<file path="src/rtl/xor_stream_pkg.sv">
// xor_stream_pkg
//   Shared definitions for the xor_stream_scrambler slice:
//   - operand-select encodings for the 'mode' input
//   - default LFSR tap mask and reset seed
//   - output-slot occupancy enum (the only state beyond the LFSR)
//   - lfsr_step(): one Fibonacci shift of an LFSR state, computed at the
//     widest supported state width; callers truncate to their own width.
package xor_stream_pkg;

  localparam logic MODE_KEY  = 1'b0;
  localparam logic MODE_LFSR = 1'b1;

  localparam int MAX_LFSR_W = 32;

  localparam logic [15:0] DEFAULT_TAPS = 16'hB400;
  localparam logic [15:0] DEFAULT_SEED = 16'hACE1;

  // Occupancy of the single output register.
  typedef enum logic {
    EMPTY = 1'b0,
    FULL  = 1'b1
  } slot_state_t;

  // Feedback is the XOR of all tapped bits; the state shifts left and the
  // feedback bit enters at bit 0. Inputs narrower than MAX_LFSR_W must be
  // zero-extended so the unused upper taps contribute nothing.
  function automatic logic [MAX_LFSR_W-1:0] lfsr_step(
    input logic [MAX_LFSR_W-1:0] state,
    input logic [MAX_LFSR_W-1:0] taps
  );
    logic fb;
    fb = ^(state & taps);
    return {state[MAX_LFSR_W-2:0], fb};
  endfunction

endpackage

</file>
<file path="src/rtl/xscr_lfsr.sv">
// xscr_lfsr
//   Keystream generator for xor_stream_scrambler: a Fibonacci LFSR state
//   register with seed loading and a step enable.
//
// Ports
//   clk        in   rising-edge clock
//   rst_n      in   asynchronous active-low reset, state -> RESET_SEED
//   seed_load  in   load 'seed' this cycle (wins over step_en)
//   seed       in   [LFSR_W] seed value; zero is replaced by 1
//   step_en    in   advance the LFSR by one shift
//   state      out  [LFSR_W] current LFSR state
module xscr_lfsr
  import xor_stream_pkg::*;
#(
  parameter int                 LFSR_W     = 16,
  parameter logic [LFSR_W-1:0]  TAPS       = LFSR_W'(DEFAULT_TAPS),
  parameter logic [LFSR_W-1:0]  RESET_SEED = LFSR_W'(DEFAULT_SEED)
) (
  input  logic              clk,
  input  logic              rst_n,
  input  logic              seed_load,
  input  logic [LFSR_W-1:0] seed,
  input  logic              step_en,
  output logic [LFSR_W-1:0] state
);

  // An all-zero state would lock the LFSR forever, so a zero reset seed is
  // treated the same way as a zero loaded seed.
  localparam logic [LFSR_W-1:0] RESET_STATE =
    (RESET_SEED == '0) ? LFSR_W'(1) : RESET_SEED;

  logic [LFSR_W-1:0] stepped;
  logic [LFSR_W-1:0] seed_safe;

  always_comb begin
    stepped   = LFSR_W'(lfsr_step(MAX_LFSR_W'(state), MAX_LFSR_W'(TAPS)));
    seed_safe = (seed == '0) ? LFSR_W'(1) : seed;
  end

  // A seed load and a step in the same cycle: the load wins, so the new
  // seed is the first keystream value of the following beat.
  always_ff @(posedge clk or negedge rst_n) begin
    if (!rst_n) begin
      state <= RESET_STATE;
    end else if (seed_load) begin
      state <= seed_safe;
    end else if (step_en) begin
      state <= stepped;
    end
  end

endmodule

</file>
<file path="src/rtl/xor_stream_scrambler.sv">
// xor_stream_scrambler
//   Registered streaming XOR unit with valid/ready on both sides. Each
//   accepted word is XORed with either a static key (mode 0) or the low
//   WIDTH bits of an internal LFSR keystream (mode 1). One-cycle latency,
//   single output register, full throughput under sustained flow.
//
// Ports
//   clk         in   rising-edge clock
//   rst_n       in   asynchronous active-low reset
//   mode        in   0 = key XOR, 1 = LFSR keystream XOR (per accepted beat)
//   key         in   [WIDTH] static operand for mode 0
//   seed_load   in   load 'seed' into the LFSR this cycle
//   seed        in   [LFSR_W] LFSR seed (zero is replaced by 1)
//   in_valid    in   input word valid
//   in_ready    out  block can accept a word
//   in_data     in   [WIDTH] input word
//   out_valid   out  output word valid
//   out_ready   in   sink accepts the output word
//   out_data    out  [WIDTH] result word
//   out_parity  out  XOR-reduction of out_data (only with XSCR_PARITY_EN)
//
// Build option
//   XSCR_PARITY_EN  adds the registered out_parity output.
module xor_stream_scrambler
  import xor_stream_pkg::*;
#(
  parameter int                 WIDTH      = 8,
  parameter int                 LFSR_W     = 16,
  parameter logic [LFSR_W-1:0]  TAPS       = LFSR_W'(DEFAULT_TAPS),
  parameter logic [LFSR_W-1:0]  RESET_SEED = LFSR_W'(DEFAULT_SEED)
) (
  input  logic              clk,
  input  logic              rst_n,
  input  logic              mode,
  input  logic [WIDTH-1:0]  key,
  input  logic              seed_load,
  input  logic [LFSR_W-1:0] seed,
  input  logic              in_valid,
  output logic              in_ready,
  input  logic [WIDTH-1:0]  in_data,
  output logic              out_valid,
  input  logic              out_ready,
  output logic [WIDTH-1:0]  out_data
`ifdef XSCR_PARITY_EN
  ,
  output logic              out_parity
`endif
);

  slot_state_t       state_q;
  slot_state_t       state_d;
  logic              accept;
  logic              lfsr_step_en;
  logic [LFSR_W-1:0] lfsr_state;
  logic [WIDTH-1:0]  operand;
  logic [WIDTH-1:0]  data_next;

  // The output register can take a new word when it is empty or when its
  // current word leaves this same cycle, so sustained flow has no bubble.
  assign out_valid = (state_q == FULL);
  assign in_ready  = !out_valid || out_ready;
  assign accept    = in_valid && in_ready;

  // The keystream advances only for words that actually consume it.
  assign lfsr_step_en = accept && (mode == MODE_LFSR);

  xscr_lfsr #(
    .LFSR_W     (LFSR_W),
    .TAPS       (TAPS),
    .RESET_SEED (RESET_SEED)
  ) u_lfsr (
    .clk       (clk),
    .rst_n     (rst_n),
    .seed_load (seed_load),
    .seed      (seed),
    .step_en   (lfsr_step_en),
    .state     (lfsr_state)
  );

  // The operand uses the LFSR value before this beat's step or seed load.
  always_comb begin
    operand   = (mode == MODE_LFSR) ? WIDTH'(lfsr_state) : key;
    data_next = in_data ^ operand;
  end

  // Occupancy: fill on accept, drain when the word leaves with nothing
  // arriving to replace it, otherwise hold (including while stalled).
  always_comb begin
    state_d = state_q;
    if (accept) begin
      state_d = FULL;
    end else if (out_ready) begin
      state_d = EMPTY;
    end
  end

  always_ff @(posedge clk or negedge rst_n) begin
    if (!rst_n) begin
      state_q <= EMPTY;
    end else begin
      state_q <= state_d;
    end
  end

  // out_data only changes on accept, so it holds while stalled and keeps
  // its last value after the slot drains.
  always_ff @(posedge clk or negedge rst_n) begin
    if (!rst_n) begin
      out_data <= '0;
    end else if (accept) begin
      out_data <= data_next;
    end
  end

`ifdef XSCR_PARITY_EN
  always_ff @(posedge clk or negedge rst_n) begin
    if (!rst_n) begin
      out_parity <= 1'b0;
    end else if (accept) begin
      out_parity <= ^data_next;
    end
  end
`endif

endmodule

</file>
<file path="config.mk">
export PLATFORM = sky130hd
export DESIGN_NAME = xor_stream_scrambler
export DESIGN_NICKNAME = d
export VERILOG_FILES = /design/src/rtl/xor_stream_pkg.sv /design/src/rtl/xscr_lfsr.sv /design/src/rtl/xor_stream_scrambler.sv
export SDC_FILE = /design/constraint.sdc
export NUM_CORES = 1
export LEC_CHECK = 0
export ABC_AREA = 1
export ABC_CLOCK_PERIOD_IN_PS = 1190
export CORE_ASPECT_RATIO = 0.75
export CORE_MARGIN = 4
export CORE_UTILIZATION = 45
export DETAILED_ROUTE_END_ITERATION = 12
export MAX_ROUTING_LAYER = met4
export PLACE_DENSITY = 0.8
export SLEW_MARGIN = 20
export SYNTH_ARGS = -nofsm -noshare
export SYNTH_HDL_FRONTEND = slang
export SYNTH_SLANG_ARGS = --single-unit
</file>
<file path="constraint.sdc">
create_clock -name clk -period 1.19 [get_ports clk]
set_input_delay 0.119 -clock clk [delete_from_list [all_inputs] [get_ports clk]]
set_output_delay 0.119 -clock clk [all_outputs]
set_load 0.02 [all_outputs]
</file>
==> summary by stage <==
Critical path
In this run the critical register-to-register path is captured at u_lfsr.state[1]. Data arrives at the worst endpoint at 1.36 ns. The type of element capturing the critical path is a register. Data on the critical path is required at its endpoint by 1.39 ns.

The setup slack on the worst flop-to-flop path is 0.03 ns. The start of the worst register-to-register path is out_valid. The maximum fanout along the worst path is 10. The kind of start point of the critical path is a register. The classification of the worst setup path is reg -> reg. Counting cells, the worst reg-to-reg path comes to 6.

Global routing
Entering global routing, the biggest net connects 26 pins. The number of global-route vias before repair is 1,327. The number of antenna violations at the first check in global routing is 0.

The global-route usage over all layers is 18.1%. The first global-routing pass estimated 5.84 mm of wire. For this run the aggregate overflow at the end of global routing stands at 0.

Yosys
The synthesized design contains 25 register bits. Of the synthesized area, sequential elements account for 44.9%. The net count of the mapped netlist is 234. Synthesis produced a netlist whose cell count is 196. The mean post-synth cell area is 7.22 µm². The total of warnings raised by yosys is 0. The number of unique standard cell types used by synthesis is 17. The cell area after technology mapping is 0.00142 mm².

Drt
In this run, the number of DRC markers left after iteration 0 of detailed routing was 39. The final route contains 1,415 vias. The vias per cell is 4.85. The number of DRC violations after detailed routing is 0.

Dividing the detail-routed wire length by the instance count gives 12.2 µm. The overall routed net length is 3.55 mm. The first detailed-routing pass ran for 4 iterations.

The count of antenna-violating nets left after detailed routing is 0.

Power
Internal power comes to 1.60 mW. The net switching power is 0.735 mW. In this run, the clock network consumes 21.8% of the power.

The leakage power figure is 0.986 nW. The maximum ir drop on the vdd rail is 963 µV. The sequential share of power is 46.2%.

In this run, the combinational gates consume 32.0% of the power. The fraction of power spent switching nets is 31.5%. The power per standard cell area is 1130 mW/mm².

STA
The share of the clock period used by the worst path is 97.7%. The worst pin sits at a relative slew slack of 73.1%. The time the final worst path needs with I/O delays and setup is 1.16 ns. The final hold violation count is 0. For the pin with the worst max-slew slack, the measured transition is 0.403 ns.

Timing would allow up to 860 MHz. The final max-slew violation count is 0. Setup repair after global routing could not meet its margin everywhere. The clock skew is 0.000675 ns. The total of endpoints with negative setup slack in the final report is 0.

Clocking
The clock transition at the register clock pins on the worst setup and hold paths after CTS is 0.09 ns. Counting along the longest clock path gives a buffer depth of 2. The clock net sink count is 25. Clock latency on the worst-skew pair, taken at its later pin, is 0.27 ns. In this run the clock root is driven by a clkbuf_8.

The number of clock buffers added by TritonCTS is 3. CTS built an H-tree with a depth of 1. The clock tree from TritonCTS is done. After clock tree synthesis, the flow added hold-fix buffers numbering 0.

Finish
Cells with a size suffix above 1 make up 14.6% of the layout. Cells fill 69.5% of the core in the end. Compared with the post-synthesis result, the final layout area differs by 46.3%. The antenna diode instance count is 0. The area of all placed cells without fillers is 0.00207 mm². Leaving out fill and tap cells, the most frequent cell in the layout is nand2_1. The final net count is 293.

In the layout the commonest cells are nand2_1 (72), clkdlybuf4s50_1 (37), o21ai_0 (25).

Outcome
The flow ran to the end, and the final reports show no timing, DRC or antenna violations.

Worst hold path
The type of the most critical hold path is in -> async.

Place
The count of buffers added on input and output ports is 47. The weighted congestion at the end of routability-driven global placement is 0.830. In this run the cell area measured after placement is 0.00201 mm². Detailed placement ended at an HPWL of 2.68 mm.

Floorplanning
The core region is 0.00298 mm². The die area is 0.00412 mm². For this configuration, the core starts out at a cell density of 47.5%. The floorplan step set the die height to 56.6 µm. The x dimension of the die is 72.8 µm. The standard-cell row count is 17. The number of ports placed on the die boundary is 48.

Run
The max-capacitance violation count is 0.
## cells by family after synthesis
logic type / count (synthesis) / synth area share, %
multiplexers: 1 / 0.707
buffers and inverters: 30 / 9.55
AO/OA/AOI/OAI: 45 / 16.7
AND/OR/NAND/NOR: 87 / 23.2
flip-flops: 25 / 44.9
XOR/XNOR: 8 / 4.95
## power groups by stage
stage	registers, mW	logic, mW	clock network, mW
floorplan	1.15	0.331	0
global placement	1.09	0.747	0
detailed placement	1.10	0.767	0
CTS	1.08	0.733	0.516
global route	1.10	0.833	0.546
finish	1.08	0.747	0.509
## cell type report
class,count,area (µm²)
Multi-Input combinational cell,141,659
Sequential cell,25,637
Timing Repair Buffer,62,599
Clock buffer,4,45.0
Inverter,22,82.6
Fill cell,274,907
Tap cell,38,47.5
## cells in the mapped netlist
cell type  instances  area [µm²]
dfstp_2            8         210
inv_1             21        78.8
buf_2              5        25.0
clkbuf_2           1        5.00
inv_2              1        3.75
o21ai_1            8        40.0
a21oi_1            3        15.0
nand3_1            1        5.00
mux2i_1            1        10.0
o21ai_0           31         155
o21ai_2            3        26.3
nor2_1            13        48.8
nand2_1           73         274
buf_6              2        22.5
dfrtp_1           17         425
xnor2_1            3        26.3
xor2_1             5        43.8
## state kept, by name (all words and copies together), names as in the netlist
register and cells:
u_lfsr.state 16, out_data 8, out_valid 1
## routing by layer
metal	global-route usage (%)	part of all wire [%]	up-vias
met2	27.8	46	54
li1	-	-	725
met3	4.65	8.3	2
met1	24.2	46	634
met4	3.95	0.23	0
met5	-	0	-
## how the worst max path moves through the flow
stage               startpoint                to  slack (ns)  depth (start not counted)
floorplan            out_valid   u_lfsr.state[8]        0.01                          7
global placement     out_ready          in_ready       -0.21                          4
detailed placement   out_ready          in_ready       -0.24                          4
CTS                  out_valid          in_ready        0.02                          2
global route         out_valid  u_lfsr.state[14]       -0.07                          6
finish               out_valid   u_lfsr.state[1]        0.03                          6
## per-stage QoR
step | worst slack (ns) | hold slack, ns | total power, mW | std cells | setup TNS, ns
after CTS | 0.0159 | 0.200 | 2.33 | 291 | 0
after global routing | -0.0714 | 0.209 | 2.48 | 292 | -0.860
after floorplan | 0.0145 | -0.177 | 1.48 | 196 | 0
after global placement | -0.210 | 0.463 | 1.84 | 287 | -3.79
after detailed placement | -0.236 | 0.464 | 1.86 | 287 | -4.38
final | 0.0270 | 0.195 | 2.34 | 292 | 0
## what timing repair did
item                                    CTS  global route
setup buffers                             0             0
resized for setup                        14            13
cloned                                    0             1
endpoints found under the setup margin   15            22
pin swaps                                 0             0
## worst max-delay path, cell delays in order, from the launching register on
cell and delay, ns:
dfrtp_2 0.43, a21oi_2 0.16, nand2_1 0.09, nand2_2 0.13, buf_6 0.16, nand2_1 0.05, o21ai_1 0.08
No activity file was read; power rests on OpenSTA's default activity.
